==> config.mk <==
export PLATFORM = sky130hd
export DESIGN_NAME = frame_buf_mgr
export DESIGN_NICKNAME = d
export VERILOG_FILES = /design/src/rtl/frame_buf_mgr.sv
export SDC_FILE = /design/constraint.sdc
export NUM_CORES = 1
export LEC_CHECK = 0
export CAP_MARGIN = 20
export CORE_MARGIN = 2
export CORE_UTILIZATION = 51
export DETAILED_ROUTE_END_ITERATION = 12
export GPL_ROUTABILITY_DRIVEN = 0
export PLACE_DENSITY = 0.92
export SYNTH_ARGS = -nofsm -noshare
export SYNTH_HDL_FRONTEND = slang
export SYNTH_SLANG_ARGS = --single-unit
export TNS_END_PERCENT = 20
==> constraint.sdc <==
create_clock -name clk -period 5.3 [get_ports clk]
set_input_delay 0.53 -clock clk [delete_from_list [all_inputs] [get_ports clk]]
set_output_delay 0.53 -clock clk [all_outputs]
set_load 0.02 [all_outputs]
==> src/rtl/frame_buf_mgr.sv <==
`default_nettype none
// ============================================================================
// Module      : frame_buf_mgr
// Description : N-buffer frame store manager between the SDRAM frame writer
//               and the VGA read path. Grants the writer a free buffer,
//               hands the reader the newest completed frame on every frame
//               sync, and counts dropped and repeated frames.
// Revision    : 1.0 - initial release
// ============================================================================
module frame_buf_mgr #(
    parameter int NUM_BUF    = 3,
    parameter int ADDR_W     = 24,
    parameter int BUF_STRIDE = 1048576,
    parameter int CNT_W      = 16
) (
    input  logic              clk,
    input  logic              rst_n,
    input  logic              steal_en,
    input  logic              wr_start,
    output logic              wr_ack,
    output logic [ADDR_W-1:0] wr_base,
    output logic              wr_busy,
    input  logic              wr_done,
    input  logic              rd_sync,
    output logic [ADDR_W-1:0] rd_base,
    output logic              rd_valid,
    output logic              rd_new,
    output logic [CNT_W-1:0]  drop_cnt,
    output logic [CNT_W-1:0]  repeat_cnt
);

    localparam int         c_IDX_W   = $clog2(NUM_BUF);
    localparam logic [1:0] c_FREE    = 2'd0;
    localparam logic [1:0] c_WRITING = 2'd1;
    localparam logic [1:0] c_READY   = 2'd2;
    localparam logic [1:0] c_READING = 2'd3;

    logic [1:0]         r_state [NUM_BUF];
    logic [1:0]         w_state_nx [NUM_BUF];
    logic               r_pending, r_wr_ack, r_wr_busy, r_rd_valid, r_rd_new;
    logic [ADDR_W-1:0]  r_wr_base, r_rd_base;
    logic [CNT_W-1:0]   r_drop, r_repeat;

    logic               w_has_wr, w_has_rdy, w_has_free, w_sync_has;
    logic [c_IDX_W-1:0] w_wr_idx, w_rdy_idx, w_free_idx, w_sync_idx, w_gnt_idx;
    logic               w_start_ok, w_req, w_grant, w_drop_inc, w_repeat_inc;
    logic               w_busy_nx;

    // Buffer base address, truncated to the SDRAM address width.
    function automatic logic [ADDR_W-1:0] base_of(input logic [c_IDX_W-1:0] idx);
        return ADDR_W'(64'(idx) * 64'(BUF_STRIDE));
    endfunction

    // Next buffer states: writer completion first, then the frame sync on the
    // post-completion view, then the grant decided from the registered state
    // so a buffer freed by a sync is only grantable one cycle later.
    always_comb begin
        w_state_nx   = r_state;
        w_has_wr     = 1'b0;  w_wr_idx   = '0;
        w_has_rdy    = 1'b0;  w_rdy_idx  = '0;
        w_has_free   = 1'b0;  w_free_idx = '0;
        w_sync_has   = 1'b0;  w_sync_idx = '0;
        w_grant      = 1'b0;  w_gnt_idx  = '0;
        w_drop_inc   = 1'b0;
        w_repeat_inc = 1'b0;
        w_busy_nx    = 1'b0;

        // descending scan so the lowest FREE index wins
        for (int i = NUM_BUF - 1; i >= 0; i--) begin
            if (r_state[i] == c_WRITING) begin w_has_wr   = 1'b1; w_wr_idx   = c_IDX_W'(i); end
            if (r_state[i] == c_READY)   begin w_has_rdy  = 1'b1; w_rdy_idx  = c_IDX_W'(i); end
            if (r_state[i] == c_FREE)    begin w_has_free = 1'b1; w_free_idx = c_IDX_W'(i); end
        end

        // completed frame supersedes any unread READY frame
        if (wr_done && w_has_wr) begin
            w_state_nx[w_wr_idx] = c_READY;
            if (w_has_rdy) begin
                w_state_nx[w_rdy_idx] = c_FREE;
                w_drop_inc            = 1'b1;
            end
        end

        for (int i = 0; i < NUM_BUF; i++) begin
            if (w_state_nx[i] == c_READY) begin w_sync_has = 1'b1; w_sync_idx = c_IDX_W'(i); end
        end

        if (rd_sync) begin
            if (w_sync_has) begin
                for (int i = 0; i < NUM_BUF; i++) begin
                    if (w_state_nx[i] == c_READING) w_state_nx[i] = c_FREE;
                end
                w_state_nx[w_sync_idx] = c_READING;
            end else if (r_rd_valid) begin
                w_repeat_inc = 1'b1;
            end
        end

        // a start in the same cycle as done is accepted because done clears busy
        w_start_ok = wr_start && (!w_has_wr || wr_done);
        w_req      = r_pending || w_start_ok;

        // granting only with nothing WRITING keeps steal and drop exclusive;
        // stealing is held off while a sync is moving the READY buffer
        if (w_req && !w_has_wr) begin
            if (w_has_free) begin
                w_grant   = 1'b1;
                w_gnt_idx = w_free_idx;
                w_state_nx[w_free_idx] = c_WRITING;
            end else if (steal_en && w_has_rdy && !rd_sync) begin
                w_grant    = 1'b1;
                w_gnt_idx  = w_rdy_idx;
                w_drop_inc = 1'b1;
                w_state_nx[w_rdy_idx] = c_WRITING;
            end
        end

        for (int i = 0; i < NUM_BUF; i++) begin
            if (w_state_nx[i] == c_WRITING) w_busy_nx = 1'b1;
        end
    end

    // Register buffer states, handshake outputs and saturating counters.
    always_ff @(posedge clk or negedge rst_n) begin
        if (!rst_n) begin
            for (int i = 0; i < NUM_BUF; i++) r_state[i] <= c_FREE;
            r_pending  <= 1'b0;
            r_wr_ack   <= 1'b0;
            r_wr_base  <= '0;
            r_wr_busy  <= 1'b0;
            r_rd_base  <= '0;
            r_rd_valid <= 1'b0;
            r_rd_new   <= 1'b0;
            r_drop     <= '0;
            r_repeat   <= '0;
        end else begin
            r_state   <= w_state_nx;
            r_pending <= w_req && !w_grant;
            r_wr_ack  <= w_grant;
            r_wr_busy <= w_busy_nx;
            r_rd_new  <= rd_sync && w_sync_has;
            if (w_grant) r_wr_base <= base_of(w_gnt_idx);
            if (rd_sync && w_sync_has) begin
                r_rd_base  <= base_of(w_sync_idx);
                r_rd_valid <= 1'b1;
            end
            if (w_drop_inc && (r_drop != '1))     r_drop   <= r_drop + 1'b1;
            if (w_repeat_inc && (r_repeat != '1)) r_repeat <= r_repeat + 1'b1;
        end
    end

    assign wr_ack     = r_wr_ack;
    assign wr_base    = r_wr_base;
    assign wr_busy    = r_wr_busy;
    assign rd_base    = r_rd_base;
    assign rd_valid   = r_rd_valid;
    assign rd_new     = r_rd_new;
    assign drop_cnt   = r_drop;
    assign repeat_cnt = r_repeat;

endmodule
`default_nettype wire

==> results.ini <==
[run_status]
status=completed

[sta]
slew_headroom=0.439
max_slew.worst_pin.slew_ns=0.838
setup_viol=0
clock_skew_ns=0.0109
slew_violations=0
tns_ns=0
min_period_over_period=0.535
hold-worst-slack_ns=0.110
rsz0062_at_grt=false
period_needed_ns=2.84
fmax_mhz=352
hold_violations=0

[power]
power.share.combinational=0.491
switching_share=0.447
peakVddDrop_v=0.000317
power-per-cell-area_mw_per_mm2=492
switchingPower_w=0.000746
clockPowerShare=0.163
seq_power_share=0.346
leakagePower_nw=1.42
p_int_w=0.000921

[worst_setup_path]
start_kind=register
cpPeakStageDelay_ns=0.73
r2r_slack_ns=2.46
critical-path-top-delay-family=compound AO/OA/AOI/OAI gates
crit_chain=nor2b_1 -> a211oi_1 -> a211oi_4 -> a21oi_2 -> or2_2
slowest_stage=a211oi_4
end_kind=register
cp_max_fo=19
critPathBufInv=0
critPathArrivalTime_ns=3.02
required_ns=5.49
critPathKind=register to register

[logic_synthesis]
ys_ff_latch=47
ys.flop_type=dfrtp_1
synth_top_area_share=0.398
ys_seq_area_frac=0.398
synth_top_area_cell=dfrtp_1
syn_avg_cell_area_um2=9.40
ys_types=50
ys_async_sr_fraction=1.00
synthTopCellsByArea=dfrtp_1 (40%), buf_4 (11%), xnor2_1 (8.3%)
synth-edff-count=0
synthCells=314
syn-cell-area_mm2=0.00295
yosys_warnings=0

[cts]
clock_latency_ns=0.31
root_buffer=clkbuf_8
ctsHoldBuffers=0
cts_setup_buffers=0
cts_sinks=47
numCtsBuffers=5
cts_resized=0
clk_pin_slew_ns=0.10
clk_path_buf_depth=2
htreeDepth=2
cts_tree=yes

[layout]
num_antenna_cells=0
fin_area_mm2=0.00339
drive_gt1_frac=0.0593
syn_to_final_growth_pct=14.7
layout.cells.non_filler=426
fin_nets=361

[drt]
wl_per_cell_um=14.1
postRouteAntennaNets=0
drt-pass1-iter-count=4
vias=2350
drc=0
viasPerCell=5.52
wl_mm=5.99
initialDrtViolationCount=68

[placed_design]
numPortBuffers=45
dpl_cell_area_mm2=0.00325
hpwl_mm=4.30
dp.cells=417

[global_route]
met1_usage=0.247
gr-max-usage-layer=met2
grtUsageMet3=0.0360
grt_usage=0.188
grt_max_degree=48
first_global_vias=2108
met2_usage=0.315
antenna_found_initial=0
grt_overflow_total=0
grt_pass1_wl_mm=9.62

[floorplanning]
die_h_um=80.1
die_x_um=80.1
fp.coreArea_mm2=0.00554
io_pins=90
die_area_mm2=0.00641
rows=27
start_util=0.533

[hold_path]
hp-class=input pin to asynchronous set/reset pin

[run]
drv_cap=0

[logic make-up (layout without fill, tap and decap cells)]
family          Yosys count  in the layout  share of synthesized area
compound gates           46             46                      0.113
flops                    47             47                      0.398
other cells               1             44                    0.00127
xor+xnor                 28             28                     0.0831
buf+inv                  63             60                      0.142
simple gates            124            124                      0.242
fa+ha+maj                 2              2                    0.00847
mux                       3              3                     0.0114
[registers in the layout, summed over array words and instances (netlist names)]
name / cells
wr_ack: 1
r_pending: 1
wr_base: 2
rd_valid: 1
repeat_cnt: 16
r_state: 6
wr_busy: 1
drop_cnt: 16
rd_new: 1
rd_base: 2
[cells in the final DEF (no fill, tap or decap), types with 3 or more instances in the layout]
cell              n
dfrtp_1          47
conb_1           44
clkdlybuf4s50_1  44
xnor2_1          28
nand3_1          20
nand2_1          19
nand4_1          17
and3_1           12
nor2b_1          10
nor2_1           10
nand2b_1          9
a21oi_1           8
o21ai_0           8
inv_1             6
nor3_1            6
clkbuf_8          5
nand4b_1          4
a31oi_1           4
a22o_1            3
a21o_1            3
o31ai_1           3
o22ai_1           3
and2_1            3
and4_1            3
[area by class of cell]
type	instances	area (um2)
clock buffer	5	68.8
clock inverter	3	47.5
fill	493	2150
inverter	6	22.5
multi-input combinational	247	1520
sequential	47	1180
tap	72	90.1
timing repair buffer	46	465
[routing by layer]
| layer | up-vias | part of all wire | wire [um] |
|---|---|---|---|
| li1 | 1110 | - | - |
| met1 | 1154 | 0.43 | 2600 |
| met2 | 76 | 0.50 | 2980 |
| met3 | 10 | 0.059 | 356 |
| met4 | 0 | 0.0087 | 52 |
| met5 | - | 0 | 0 |
[final timing paths]
path	startpoint	to	depth (start not counted)
setup / recovery	r_state[4]$_DFF_PN0_	rd_valid$_DFFE_PN0P_	5
hold / removal	rst_n	drop_cnt[13]$_DFFE_PN0P_	1
setup reg to reg	r_state[4]$_DFF_PN0_	rd_valid$_DFFE_PN0P_	5
hold reg to reg	wr_base[20]$_DFFE_PN0P_	wr_base[20]$_DFFE_PN0P_	2
max in group asynchronous	rst_n	rd_new$_DFF_PN0_	2
min in group clk	wr_base[20]$_DFFE_PN0P_	wr_base[20]$_DFFE_PN0P_	2
[Yosys cell counts, types with 2 or more instances]
cell      instances
dfrtp_1          47
buf_4            45
xnor2_1          28
nand3_1          20
nand2_1          19
nand4_1          17
and3_1           12
nor2_1           10
nor2b_1          10
nand2b_1          9
a21oi_1           8
o21ai_0           8
buf_2             6
inv_1             6
nor3_1            6
clkbuf_1          5
a31oi_1           4
nand4b_1          4
a21o_1            3
a22o_1            3
and2_1            3
and4_1            3
o22ai_1           3
o31ai_1           3
a32oi_1           2
ha_1              2
mux2_2            2
nand3b_1          2
or2_2             2
or3_1             2
[through the flow]
| stage | power, W | util | worst slack, ns |
|---|---|---|---|
| after floorplan | 0.00119 | - | 3.34 |
| after global placement | 0.00136 | 0.587 | 2.29 |
| after detailed placement | 0.00139 | 0.587 | 2.17 |
| after CTS | 0.00167 | 0.608 | 2.48 |
| after global routing | 0.00178 | 0.612 | 2.28 |
| final | 0.00167 | 0.612 | 2.46 |
[power by group through the flow]
stage / Sequential, W / Clock [W] / Combinational [W]
finish: 0.000577 / 0.000272 / 0.000818
global route: 0.000593 / 0.000293 / 0.000891
CTS: 0.000575 / 0.000279 / 0.000815
detailed placement: 0.000581 / 0 / 0.000810
global placement: 0.000575 / 0 / 0.000785
floorplan: 0.000595 / 0 / 0.000598
No activity file was read; power rests on OpenSTA's default activity.
